==> src/rtl/ganador_pkg.sv <==
// ganador_pkg: shared cell codes, FSM states and winning-line cell indexing
// for the tic-tac-toe style board scanner.
package ganador_pkg;

    localparam int MAXN = 8;

    typedef enum logic [1:0] {
        VACIO    = 2'b00,
        J1       = 2'b01,
        J2       = 2'b10,
        INVALIDO = 2'b11
    } tipoCelda;

    typedef enum logic [1:0] {
        IDLE,
        SCAN,
        REPORT
    } tipoEstado;

    // Entries r >= n are don't-care; lines: rows, columns, main diagonal, anti-diagonal.
    function automatic logic [MAXN-1:0][5:0] celdasLinea(input int n, input int l);
        for (int r = 0; r < MAXN; r++)
            celdasLinea[r] = 6'(l < n     ? l*n + r :
                                l < 2*n   ? r*n + l - n :
                                l == 2*n  ? r*n + r :
                                            r*n + n - 1 - r);
    endfunction

endpackage

==> src/rtl/linea_check.sv <==
// linea_check: combinational test of one line of N cells; wins when all cells
// hold the same player code.
module linea_check
    import ganador_pkg::*;
#(
    parameter int N = 3
) (
    input  logic [N-1:0][1:0] celdas,
    output logic              gana,
    output logic [1:0]        jugador
);

    always_comb begin
        gana = (celdas[0] == J1) || (celdas[0] == J2);
        for (int i = 1; i < N; i++)
            gana = gana && (celdas[i] == celdas[0]);
        jugador = gana ? celdas[0] : VACIO;
    end

endmodule

==> src/rtl/ganador_scan.sv <==
// ganador_scan: snapshots the board and scans one winning line per cycle.
// Draw detection is built only when GANADOR_EMPATE_EN is defined.
module ganador_scan
    import ganador_pkg::*;
#(
    parameter  int N     = 3,
    localparam int LINES = 2*N + 2,
    localparam int LW    = $clog2(LINES)
) (
    input  logic                 clk,
    input  logic                 rst,
    input  logic [N*N-1:0][1:0]  tablero,
    input  logic                 inicio,
    output logic                 ocupado,
    output logic                 listo,
    output logic [1:0]           ganador,
    output logic [LW-1:0]        linea,
    output logic                 empate
);

    localparam int IW = $clog2(N*N);
    localparam logic [LW-1:0] ULTIMA = LW'(2*N + 1);

    tipoEstado               estado, sig;
    logic [N*N-1:0][1:0]     snap;
    logic [LW-1:0]           cnt;
    logic [MAXN-1:0][5:0]    idx;
    logic [N-1:0][1:0]       celdas;
    logic                    gana;
    logic [1:0]              jugador;
    logic                    captura;

    assign captura = (estado == IDLE) && inicio;
    assign ocupado = (estado == SCAN);
    assign listo   = (estado == REPORT);

    always_comb begin
        celdas = '0;
        idx = celdasLinea(N, int'(cnt));
        for (int r = 0; r < N; r++)
            celdas[r] = snap[idx[r][IW-1:0]];
    end

    linea_check #(.N(N)) uCheck (
        .celdas  (celdas),
        .gana    (gana),
        .jugador (jugador)
    );

    always_ff @(posedge clk or posedge rst)
        if (rst) estado <= IDLE;
        else     estado <= sig;

    always_comb begin
        sig = estado;
        case (estado)
            IDLE:    sig = inicio ? SCAN : IDLE;
            SCAN:    sig = (gana || cnt == ULTIMA) ? REPORT : SCAN;
            REPORT:  sig = IDLE;
            default: sig = IDLE;
        endcase
    end

    always_ff @(posedge clk or posedge rst) begin
        if (rst) begin
            snap    <= '0;
            cnt     <= '0;
            ganador <= '0;
            linea   <= '0;
        end else if (captura) begin
            snap    <= tablero;
            cnt     <= '0;
            ganador <= '0;
            linea   <= '0;
        end else if (estado == SCAN) begin
            if (gana) begin
                ganador <= jugador;
                linea   <= cnt;
            end else if (cnt != ULTIMA) begin
                cnt <= cnt + 1'b1;
            end
        end
    end

`ifdef GANADOR_EMPATE_EN
    logic lleno, lineaLlena;

    // Rows are always visited before a no-win report, so ANDing every scanned line covers the board.
    always_comb begin
        lineaLlena = 1'b1;
        for (int r = 0; r < N; r++)
            lineaLlena = lineaLlena && (celdas[r][0] ^ celdas[r][1]);
    end

    always_ff @(posedge clk or posedge rst) begin
        if (rst) begin
            lleno  <= 1'b0;
            empate <= 1'b0;
        end else if (captura) begin
            lleno  <= 1'b1;
            empate <= 1'b0;
        end else if (estado == SCAN) begin
            lleno <= lleno && lineaLlena;
            if (!gana && cnt == ULTIMA)
                empate <= lleno && lineaLlena;
        end
    end
`else
    assign empate = 1'b0;
`endif

endmodule

==> config.mk <==
export PLATFORM = sky130hd
export DESIGN_NAME = ganador_scan
export DESIGN_NICKNAME = d
export VERILOG_FILES = /design/src/rtl/ganador_pkg.sv /design/src/rtl/linea_check.sv /design/src/rtl/ganador_scan.sv
export SDC_FILE = /design/constraint.sdc
export NUM_CORES = 1
export LEC_CHECK = 0
export ABC_AREA = 1
export BUFFER_PORTS_ARGS = -buffer_cell sky130_fd_sc_hd__buf_2
export CAP_MARGIN = 10
export CORE_MARGIN = 3
export CORE_UTILIZATION = 45
export CTS_CLUSTER_DIAMETER = 100
export DETAILED_ROUTE_END_ITERATION = 10
export PLACE_DENSITY_LB_ADDON = 0.3
export RECOVER_POWER = 50
export SETUP_SLACK_MARGIN = 0.5
export SLEW_MARGIN = 20
export SYNTH_ARGS = -nofsm -noshare
export SYNTH_HDL_FRONTEND = slang
export SYNTH_SLANG_ARGS = --single-unit
==> constraint.sdc <==
create_clock -name clk -period 3.2 [get_ports clk]
set_input_delay 0.96 -clock clk [delete_from_list [all_inputs] [get_ports clk]]
set_output_delay 0.96 -clock clk [all_outputs]
set_load 0.01 [all_outputs]
Word level (Yosys, flattened, before mapping)
Cells that the tools add are included.
Storage, ports and cells
  register bits after elaboration: 28
  bits in latches: 0
  RAM bits: 0
  memory bits (read-only): 0
  bits of input ports: 21
  output and inout bits: 8
  memories: 0
Cells by class
  add/sub/neg operators: 8
  multiply operators: 1
  divide/modulo/power cells: 0
  $lt $le $gt $ge: 5
  equality and inequality tests: 10
  shifts and indexed selects: 0
  mux-type cells: 27
  bitwise gates (word level): 0
  reduce and logical (&&, ||, !) cells: 11
Operators with widths (count)
  two-way mux 4 bit: 7
  binary-select mux 2 bit (select 4 bit): 3
  two-way mux 3 bit: 7
  two-way mux 2 bit: 8
  < comparator 4 x 5 -> 1 bit, second input constant: 3
  subtractor 4 x 2 -> 4 bit, second input constant: 2
  nonzero test 2 bit: 3
  adder 2 x 3 -> 4 bit, first input constant: 1
  adder 3 x 3 -> 4 bit, first input constant: 1
  adder 4 x 1 -> 4 bit, second input constant: 1
  adder 4 x 2 -> 4 bit, second input constant: 1
  == test 2 x 1 -> 1 bit, second input constant: 2
  == test 2 bit: 2
  == test 2 bit, second input constant: 2
  multiplier 3 x 2 -> 4 bit, second input constant: 1
  one-hot mux 2 bit (2 select lines): 1
  subtractor 3 x 2 -> 4 bit, second input constant: 1
  adder 3 x 1 -> 3 bit, second input constant: 1
  == test 3 x 2 -> 1 bit, second input constant: 1
  == test 3 bit, second input constant: 1
  logical AND 1 bit: 3
  < comparator 3 x 2 -> 1 bit, second input constant: 1
  < comparator 3 bit, second input constant: 1
  inequality test 3 bit, second input constant: 1
  other kinds (6): 7

Longest topological paths before layout
Gate-level depths: netlist of the first run.
  word-level depth: 13
  gate-level depth with buffers: 20
  gate-level depth less buffers: 20

By module
From an unflattened synthesis of the first run, not the netlist that was laid out.
Second synthesis, totals
  cells, all modules: 336
  area total of the unflattened synthesis: 2249.7 um^2
By module, submodules not included
  ganador_scan: times used 1, cells each 321, area an instance 2190.9 um^2, sequential area each 700.7 um^2
  linea_check: times used 1, cells each 15, area an instance 58.8 um^2, sequential area each 0.0 um^2

Worst setup path after synthesis of the first run
No wires, ideal clock.
  path type: reg2reg
  start: register cnt[1]
  end: register linea[2]
  library setup time: 0.126 ns
  arrival time: 2.318 ns
  data required time: 3.074 ns
  slack: 0.756 ns
  cell stages (with the launch flop): 19
  clock period less this slack: 2.444 ns
  cell sequence: dfrtp_1 inv_1 ha_1 inv_1 nand2_1 nand2_1 ha_1 nand2_1 nand3_2 nor2_1 nand2_1 nand2_1 nand2_1 nand2_1 nand2_2 nor2_4 nand3_4 nand3_1 o21ai_1
On the way
  cells in the longest elaborated chain, start to end: 12
  elaborated cells on any way between the ends: 34
  classes of those cells: add/sub: 7; mul: 1; order compare: 2; eq/ne: 5; mux: 14; reduce/logical: 5
Ends and longest elaborated chain
  start: declaration: RTL line ganador_scan.sv:26  | logic [LW-1:0] cnt;
  start signal: assignment: RTL line ganador_scan.sv:80  | cnt <= cnt + 1'b1;
  branches (longest 9 deep; another with multiplier 3 x 2 -> 4 bit)
  logical AND 1 bit *: RTL line linea_check.sv:16  | gana = gana && (celdas[i] == celdas[0]);
  nonzero test 2 bit (no source line) *
  AND reduction 2 bit (no source line) *
  end signal: assignment: RTL line ganador_scan.sv:78  | linea <= cnt;
  end: declaration: RTL line ganador_scan.sv:17  | output logic [LW-1:0] linea,
Every way passes the cells marked *. The select of a mux whose other input is x is not followed.
A chain may end at the register's enable or synchronous reset.

Worst setup path in the final report of the first run
  start: register cnt[0]
  end: register linea[2]
The elaborated chain is that of the path after synthesis.

==> flow_summary.json, run 1 <==
{
  "seq_area_frac_synth": 0.2835,
  "syn_avg_cell_area_sq_um": 6.304,
  "cts_tree": "done",
  "start_util": 0.4748,
  "timing.slew.headroom": 0.002757,
  "clk_pin_slew_ns": 0.10,
  "cts.path.max_buffers": 2,
  "core_area_sq_um": 5205,
  "portBuffers": 27,
  "gr-total-overflow": 0,
  "viasPerCell": 5.511,
  "worst_ep_required_time_ns": 3.38,
  "root_buffer": "clkbuf_8",
  "dr.pass1.iters": 6,
  "numCtsBuffers": 3,
  "outcome": "complete, but fails checks",
  "die_h_um": 80.11,
  "diodes": 0,
  "hold_path.class": "register to register",
  "post-route-min-period_ns": 2.657,
  "antenna_left": 0,
  "grt_max_degree": 36,
  "hold_ws_ns": 0.5301,
  "dp_cells": 485,
  "antenna_found_initial": 0,
  "drc": 0,
  "yosysTopAreaCell": "dfrtp_1",
  "routed_wl_um": 7551,
  "syn_area_sq_um": 2471,
  "clock_skew_ns": 0.009323,
  "synthToLayoutAreaGrowth_pct": 31.44,
  "synthCells": 392,
  "rsz0062_at_grt": "false",
  "grt_util_all_layers": 0.2185,
  "die_area_sq_um": 6417,
  "dr.first_iter.drc_count": 312,
  "hold_violations": 0,
  "via_count": 2794,
  "htreeDepth": 1,
  "wl_per_cell_um": 14.89,
  "instances_no_fill": 507,
  "drive_gt1_frac": 0.3318,
  "setup_viol": 0,
  "finalMaxSlewViolations": 0,
  "pre_cts_slack_ns": 0.1977,
  "synth_top_cell_area_share": 0.2835,
  "synth_top_cells_by_area": "dfrtp_1, nand2_1, nand3_1",
  "grt_pass1_vias": 2417,
  "synth_seq_cells": 28,
  "timing.setup.tns_ns": 0,
  "hpwlAfterDp_um": 5103,
  "clock.fmax_mhz": 376.3,
  "place_congestion": 0.9814,
  "io_pins": 29,
  "die_width_um": 80.11,
  "period_share": 0.8305,
  "clock_latency_ns": 0.28,
  "worst_pin_slew_ns": 1.496,
  "rows": 26,
  "max_cap_viol_count": 1,
  "yosys.cell_types.count": 26,
  "startpoint_type": "register",
  "grt_pass1_wl_um": 11140,
  "critical_path.max_fanout": 7,
  "yosysWarnings": 0,
  "layout_setup_ws_ns": 0.5425,
  "critPathArrivalTime_ns": 2.84,
  "syn_nets": 424,
  "worstSetupEndpointType": "register",
  "cts_sinks": 28,
  "critPathKind": "register to register",
  "fillers": 466,
  "fin_nets": 470,
  "violations": "capacitance limit"
}
-- Yosys cell counts --
| cell type | count |
|---|---|
| ha_1 | 11 |
| buf_4 | 4 |
| buf_6 | 2 |
| nand2_2 | 13 |
| o21ai_1 | 6 |
| nand2_1 | 134 |
| nor2_4 | 2 |
| nand3b_1 | 1 |
| nand3_1 | 84 |
| nand3_4 | 2 |
| nor2_2 | 3 |
| clkbuf_1 | 3 |
| inv_2 | 5 |
| nor2_1 | 19 |
| and3_1 | 1 |
| clkinv_1 | 2 |
| o21ai_0 | 22 |
| dfrtp_1 | 28 |
| nand3_2 | 3 |
| conb_1 | 1 |
| buf_2 | 1 |
| nand4_1 | 3 |
| nand2_4 | 2 |
| a21boi_1 | 1 |
| inv_1 | 37 |
| a21oi_1 | 2 |
-- cell families (layout without fill, tap and decap cells) --
group / count (synthesis) / in the layout / synth area share
AO/OA/AOI/OAI: 31 / 31 / 0.06380
adder cells (fa/ha/maj): 11 / 11 / 0.05570
buffers and inverters: 54 / 98 / 0.09468
flip-flops: 28 / 28 / 0.2835
other: 1 / 1 / 0.001518
AND/OR/NAND/NOR: 267 / 268 / 0.5008
-- layer usage --
| metal | global-route usage | wire, um | vias up |
|---|---|---|---|
| met5 | 0 | 0 | - |
| met4 | 0.04730 | 178 | 0 |
| met3 | 0.03251 | 509 | 23 |
| met2 | 0.3535 | 3589 | 110 |
| met1 | 0.3083 | 3274 | 1305 |
| li1 | - | - | 1356 |
-- cells in the final DEF, fill, tap and decap left out --
| cell | count |
|---|---|
| a21boi_2 | 1 |
| a21oi_1 | 1 |
| a21oi_2 | 1 |
| and3_1 | 1 |
| buf_2 | 27 |
| buf_4 | 18 |
| buf_6 | 3 |
| clkbuf_1 | 2 |
| clkbuf_8 | 4 |
| clkinv_1 | 1 |
| clkinvlp_4 | 1 |
| conb_1 | 1 |
| dfrtp_1 | 25 |
| dfrtp_2 | 3 |
| ha_1 | 4 |
| ha_4 | 7 |
| inv_1 | 32 |
| inv_2 | 4 |
| inv_4 | 5 |
| inv_6 | 1 |
| nand2_1 | 118 |
| nand2_2 | 20 |
| nand2_4 | 9 |
| nand2_8 | 2 |
| nand3_1 | 64 |
| nand3_2 | 22 |
| nand3_4 | 4 |
| nand3b_1 | 1 |
| nand4_1 | 3 |
| nor2_1 | 14 |
| nor2_2 | 4 |
| nor2_4 | 6 |
| o21ai_0 | 22 |
| o21ai_1 | 3 |
| o21ai_2 | 3 |
-- layout make-up --
class	count	area [sq um]	area share
clock buffer	4	55.05	0.01695
inverter	44	186.4	0.05740
multi-input combinational	311	1903	0.5859
sequential	28	704.4	0.2169
tap	70	87.58	0.02696
timing repair buffer	50	311.5	0.09592
-- stage by stage --
stage / instance area, sq um / util
global route: 3248 / 0.6240
finish: 3248 / 0.6240
global placement: 2673 / 0.5135
CTS: 2769 / 0.5320
detailed placement: 2673 / 0.5135
floorplan: 2471 / -
-- path summary, 6_finish.rpt --
| kind | from | to | slack [ns] | cells past startpoint |
|---|---|---|---|---|
| hold / removal | estado[1]$_DFF_PP0_ | estado[1]$_DFF_PP0_ | 0.53 | 3 |
| min in group asynchronous | rst | linea[1]$_DFFE_PP0P_ | 1.17 | 3 |
| max in group asynchronous | rst | cnt[1]$_DFFE_PP0P_ | 1.06 | 3 |
| hold reg to reg | estado[1]$_DFF_PP0_ | estado[1]$_DFF_PP0_ | 0.53 | 3 |
| setup reg to reg | cnt[0]$_DFFE_PP0P_ | linea[2]$_DFFE_PP0P_ | 0.54 | 18 |
| setup / recovery | cnt[0]$_DFFE_PP0P_ | linea[2]$_DFFE_PP0P_ | 0.54 | 18 |
-- critical path: stages (launching register included) --
cell     delay (ns)
dfrtp_2        0.47
ha_4           0.20
inv_6          0.04
ha_4           0.19
buf_6          0.14
nor2_4         0.24
nand2_4        0.11
nand3_4        0.11
nor2_2         0.05
nor2_2         0.11
nand2_1        0.06
nand2_1        0.08
nand2_2        0.08
nand2_1        0.06
nand2_1        0.09
nor2_4         0.20
nand3_2        0.14
nand3_1        0.10
o21ai_1        0.08
-- registers in the layout, summed over array words and instances, names as in the netlist --
name / cells
estado: 2
snap: 18
cnt: 3
ganador: 2
linea: 3
-- what timing repair did --
action	in CTS	in global routing
resized for setup	9	87
cloned	0	1
pin swaps	0	29
endpoints found under the setup margin	10	10
hold endpoints to repair	0	0
hold buffers	0	0
setup buffers	1	16
Power of run 1 is left out: the tool's default activity adds up to more than one toggle a clock period on the data nets, which glitch-free logic cannot reach.
==> run 2: changes to the inputs <==
clock period = 2.5 ns   (was 3.2 ns; I/O delays follow)
==> run 2 against run 1 <==
Compared with the run above: the run ends with capacitance limit, slew limit, setup timing left; via count is 0.11% higher; utilization is 2.3 points higher; hold slack worse by 0.0041 ns; cell count is 2.6% higher; die area stayed put; design area is 3.7% higher; first-iteration DRC count is 30% lower; clock skew is 0.0036 ns higher; setup slack worse by 0.63 ns; maximum frequency is 2.6% higher; routed wire length is 2.3% higher; register-to-register slack worse by 0.63 ns; critical endpoint is now linea[1]$_DFFE_PP0P_.
==> flow_summary.json, run 2 (synthesis gave the netlist of run 1 again) <==
{
  "timing.slew.headroom": -0.05981,
  "numCtsBuffers": 3,
  "largest_register": "snap",
  "drc": 0,
  "r2r_start": "cnt[0]$_DFFE_PP0P_",
  "cts_tree": "done",
  "via_count": 2797,
  "die_area_sq_um": 6417,
  "portBuffers": 27,
  "outcome": "complete, but fails checks",
  "postLayoutCellArea_sq_um": 3368,
  "cts_sinks": 28,
  "holdBufCountCts": 0,
  "grt_pass1_wl_um": 12970,
  "largest_register_ffs": 18,
  "period_share": 1.037,
  "io_pins": 29,
  "final_common_cell": "nand2_1",
  "hold_violations": 0,
  "mostFrequentLayoutCells": "nand2_1, nand3_1, inv_1, buf_4",
  "placed_cell_area_sq_um": 2927,
  "startpoint_type": "register",
  "timing.setup.tns_ns": -0.6060,
  "critPathKind": "register to register",
  "cts.path.max_buffers": 2,
  "instances_no_fill": 520,
  "hold_path.class": "register to register",
  "clk_pin_slew_ns": 0.10,
  "post-route-min-period_ns": 2.591,
  "rsz0062_at_grt": "true",
  "cp_slowest_stage_delay_ns": 0.41,
  "worst_ep_required_time_ns": 2.69,
  "htreeDepth": 1,
  "hpwlAfterDp_um": 5391,
  "dr.first_iter.drc_count": 219,
  "worst-path-buf-inv": 5,
  "root_buffer": "clkbuf_8",
  "start_util": 0.4748,
  "startpoint": "cnt[0]$_DFFE_PP0P_",
  "worstSetupEndpointType": "register",
  "grt_pass1_vias": 2802,
  "worst_pin_slew_ns": 1.590,
  "clock_latency_ns": 0.30,
  "die_h_um": 80.11,
  "synthToLayoutAreaGrowth_pct": 36.30,
  "violations": "capacitance limit, slew limit, setup timing",
  "cpMaxStageDelayCell": "dfrtp_1",
  "dr.pass1.iters": 7,
  "viasPerCell": 5.379,
  "cp_top_family": "simple AND/OR/NAND/NOR gates",
  "finalMaxSlewViolations": 29,
  "antenna_left": 0,
  "fin_util": 0.6471,
  "drive_gt1_frac": 0.3556,
  "worstHoldStart": "linea[0]$_DFFE_PP0P_",
  "diodes": 0,
  "cpMostUsedCell": "nand2_1",
  "clock.fmax_mhz": 385.9,
  "gr-total-overflow": 0,
  "layout_setup_ws_ns": -0.09131,
  "critical_path.max_fanout": 6,
  "grt_util_all_layers": 0.2566,
  "setup_viol": 9,
  "clock_skew_ns": 0.01294,
  "grt_max_degree": 36,
  "rows": 26,
  "fin_nets": 483,
  "top_regs": "snap: 18 flops, cnt: 3 flops, linea: 3 flops",
  "routed_wl_um": 7722,
  "critPathArrivalTime_ns": 2.78,
  "max_cap_viol_count": 1,
  "place_congestion": 1.021,
  "die_width_um": 80.11,
  "cp_cell_sequence": "buf_6 -> ha_4 -> inv_4 -> ha_4 -> inv_2 -> buf_4 -> nand2_1 -> nand2_4 -> inv_4 -> nand2_1 -> nand3_1 -> nand3_1 -> nand2_1 -> nor2_1 -> nand2_1 -> nand2_4 -> nand3_4 -> nand3_1 -> nand2_1",
  "wl_per_cell_um": 14.85,
  "antenna_found_initial": 0,
  "core_area_sq_um": 5205,
  "dp_cells": 502
}
run 2: cell types whose count changed in the layout (fill, tap and decap cells not counted), moves of 2 or more:
cell / delta
buf_4: +11
buf_6: +2
dfrtp_1: +2
dfrtp_2: -2
inv_1: -3
inv_2: +7
inv_4: -3
nand2_1: -3
nor2_2: +2
nor2_4: -2
o21ai_1: +2
run 2: worst paths after layout:
kind | end | depth (start not counted) | slack (ns)
worst max-delay path | linea[1]$_DFFE_PP0P_ | 19 | -0.09
worst min-delay path | linea[0]$_DFFE_PP0P_ | 2 | 0.53
worst max register to register | linea[1]$_DFFE_PP0P_ | 19 | -0.09
worst min register to register | linea[0]$_DFFE_PP0P_ | 2 | 0.53
max in group asynchronous | cnt[2]$_DFFE_PP0P_ | 3 | 0.49
min in group asynchronous | ganador[1]$_DFFE_PP0P_ | 3 | 0.98
run 2: cell type report:
cell class / instances / area (sq um)
Multi-Input combinational cell: 311 / 1901
Fill cell: 466 / 1837
Sequential cell: 28 / 701.9
Timing Repair Buffer: 63 / 432.9
Inverter: 44 / 173.9
Tap cell: 70 / 87.58
Clock buffer: 3 / 41.29
Clock inverter: 1 / 30.03
run 2: tightest hold or removal path, stage by stage, from the launching register on:
cell and delay [ns]:
dfrtp_1 0.36, nand3_1 0.07, nand2_1 0.06
run 2: through the flow:
| step | hold WS (ns) | setup slack (ns) |
|---|---|---|
| floorplan | 0.4872 | 0.2444 |
| global placement | 0.4851 | -0.04173 |
| detailed placement | 0.5003 | -0.05389 |
| CTS | 0.5142 | 0.009713 |
| global route | 0.5647 | -0.2456 |
| finish | 0.5260 | -0.09131 |
run 2: timing repair:
action                     in CTS  in global routing
pin swaps                      24                 16
resized for setup              42                 24
gates cloned                    1                  0
setup endpoints to repair      10                 10
buffers inserted               12                  1
run 2: metal layers:
metal | global-route usage | wire length (um) | vias to the layer above
met3 | 0.03475 | 540 | 22
met4 | 0.08277 | 188 | 0
met2 | 0.4205 | 3593 | 124
met1 | 0.3483 | 3399 | 1268
li1 | - | - | 1383
met5 | 0 | 0 | -
Power of run 2 is left out for the same reason.
==> run 3: changes to the inputs <==
BUFFER_PORTS_ARGS = -buffer_cell sky130_fd_sc_hd__buf_4   (was -buffer_cell sky130_fd_sc_hd__buf_2)
CTS_BUF_LIST = sky130_fd_sc_hd__clkbuf_4 sky130_fd_sc_hd__clkbuf_8   (was not set)
==> run 3 against run 2 <==
Compared with the run above: the run still ends with capacitance limit, slew limit, setup timing left; sequential share of layout area is essentially flat; setup slack gained 0.061 ns; critical path depth grew 1; clock skew down 0.0064 ns; global-route usage decreased by 3.0 points; via count is 0.46% lower; non-clock buffer count shrank 11; largest cell class unchanged.
==> flow_summary.json, run 3 (synthesis gave the netlist of run 1 again) <==
{
  "grt_pass1_vias": 2470,
  "start_util": 0.4748,
  "place_congestion": 0.9409,
  "viasPerCell": 5.459,
  "routed_wl_um": 7255,
  "wl_per_cell_um": 14.23,
  "grt_util_all_layers": 0.2263,
  "worst_pin_slew_ns": 1.561,
  "final_common_cell": "nand2_1",
  "via_count": 2784,
  "outcome": "complete, but fails checks",
  "drive_gt1_frac": 0.3523,
  "cp_top_family": "simple AND/OR/NAND/NOR gates",
  "cts.path.max_buffers": 2,
  "clk_pin_slew_ns": 0.10,
  "endpoint": "cnt[0]$_DFFE_PP0P_",
  "die_h_um": 80.11,
  "largest_register_ffs": 18,
  "hold_ws_ns": 0.5107,
  "cts_tree": "done",
  "fin_nets": 473,
  "multi_input_area_sq_um": 1916,
  "diodes": 0,
  "ff_latch_area_sq_um": 704.4,
  "clock_skew_ns": 0.006531,
  "gr-total-overflow": 0,
  "hpwlAfterDp_um": 5325,
  "holdBufCountCts": 0,
  "root_buffer": "clkbuf_8",
  "period_share": 1.012,
  "fillers": 457,
  "dr.first_iter.drc_count": 286,
  "fin_util": 0.6481,
  "largest_register": "snap",
  "top_regs": "snap: 18 flops, cnt: 3 flops, linea: 3 flops",
  "finalMaxSlewViolations": 29,
  "max_cap_viol_count": 1,
  "antenna_found_initial": 0,
  "synthToLayoutAreaGrowth_pct": 36.51,
  "worst-path-stages": 20,
  "cts_sinks": 28,
  "violations": "capacitance limit, slew limit, setup timing",
  "dp_cells": 493,
  "post-route-min-period_ns": 2.530,
  "numCtsBuffers": 3,
  "clock.fmax_mhz": 395.2,
  "setup_viol": 8,
  "hold_path.class": "register to register",
  "critPathArrivalTime_ns": 2.70,
  "layout_setup_ws_ns": -0.03008,
  "postLayoutCellArea_sq_um": 3373,
  "grt_pass1_wl_um": 11520,
  "setup.reg_to_reg.worst_slack_ns": -0.03,
  "mostFrequentLayoutCells": "nand2_1, nand3_1, buf_4",
  "rsz0062_at_grt": "true",
  "clock_latency_ns": 0.28,
  "timing.slew.headroom": -0.04039,
  "cp_slowest_stage_delay_ns": 0.44,
  "cpMaxStageDelayCell": "dfrtp_2",
  "hold_violations": 0,
  "startpoint_type": "register",
  "placed_cell_area_sq_um": 2939,
  "worst_ep_required_time_ns": 2.67,
  "cpMostUsedCell": "nand2_1",
  "startpoint": "cnt[1]$_DFFE_PP0P_",
  "grt_max_degree": 36,
  "dr.pass1.iters": 5,
  "critical_path.max_fanout": 7,
  "die_area_sq_um": 6417,
  "critPathKind": "register to register",
  "worst-path-buf-inv": 2,
  "rows": 26,
  "worstSetupEndpointType": "register",
  "reg2reg_depth": 20,
  "cp_cell_sequence": "ha_4 -> inv_4 -> ha_4 -> buf_12 -> nor2_4 -> nand2_4 -> nand2_8 -> nand2_2 -> nand3_2 -> nand2_1 -> nand2_1 -> nand3_1 -> nand2_1 -> nor2_1 -> nand2_1 -> nand2_4 -> nand2_4 -> nand3_4 -> nand2_2 -> o21ai_1",
  "rr_endpoint": "cnt[0]$_DFFE_PP0P_",
  "io_pins": 29,
  "r2r_start": "cnt[1]$_DFFE_PP0P_",
  "die_width_um": 80.11,
  "portBuffers": 27,
  "instances_no_fill": 510,
  "antenna_left": 0,
  "drc": 0,
  "htreeDepth": 1,
  "core_area_sq_um": 5205
}
run 3: cell types whose count changed in the layout (fill, tap and decap cells not counted), moves of 3 or more:
cell,before,now
nand2_2,21,26
buf_4,29,47
buf_2,27,0
nand2_4,10,7
buf_6,5,0
run 3: tightest hold or removal path: cells and delay by family, from the launching register on:
family / cells / cell delay [ns]
AND/OR/NAND/NOR: 2 / 0.13
flip-flops: 1 / 0.36
run 3: worst min path at each step:
| stage | start | endpoint | slack (ns) | cells after the start |
|---|---|---|---|---|
| final | linea[0]$_DFFE_PP0P_ | linea[0]$_DFFE_PP0P_ | 0.51 | 2 |
| after global routing | linea[1]$_DFFE_PP0P_ | linea[1]$_DFFE_PP0P_ | 0.56 | 2 |
| after CTS | linea[0]$_DFFE_PP0P_ | linea[0]$_DFFE_PP0P_ | 0.52 | 2 |
| after detailed placement | linea[0]$_DFFE_PP0P_ | linea[0]$_DFFE_PP0P_ | 0.49 | 2 |
| after global placement | linea[0]$_DFFE_PP0P_ | linea[0]$_DFFE_PP0P_ | 0.49 | 2 |
| after floorplan | snap[17]$_DFFE_PP0P_ | snap[17]$_DFFE_PP0P_ | 0.49 | 2 |
run 3: final cells by class:
cell class	count	area share
Timing Repair Buffer	52	0.1257
Multi-Input combinational cell	312	0.5679
Tap cell	70	0.02596
Sequential cell	28	0.2088
Inverter	44	0.05044
Clock buffer	3	0.01224
Clock inverter	1	0.008902
run 3: metal layers:
layer	vias up	share of wire	track usage
met5	-	0	0
met4	0	0.026	0.07095
met3	20	0.090	0.02578
met2	127	0.46	0.3626
met1	1270	0.43	0.3175
li1	1367	-	-
run 3: per-stage QoR:
| stage | setup TNS [ns] | setup WS [ns] |
|---|---|---|
| after floorplan | 0 | 0.2444 |
| final | -0.1370 | -0.03008 |
| after detailed placement | -0.07888 | -0.02523 |
| after CTS | 0 | 0.04071 |
| after global placement | 0 | 0.02230 |
| after global routing | -1.941 | -0.2214 |
run 3: repair_timing:
item	4_1_cts	5_1_grt
buffers inserted	5	6
resized for setup	13	51
pin swaps	2	15
setup endpoints to repair	10	11
cloned	0	2
Power of run 3 is left out for the same reason.
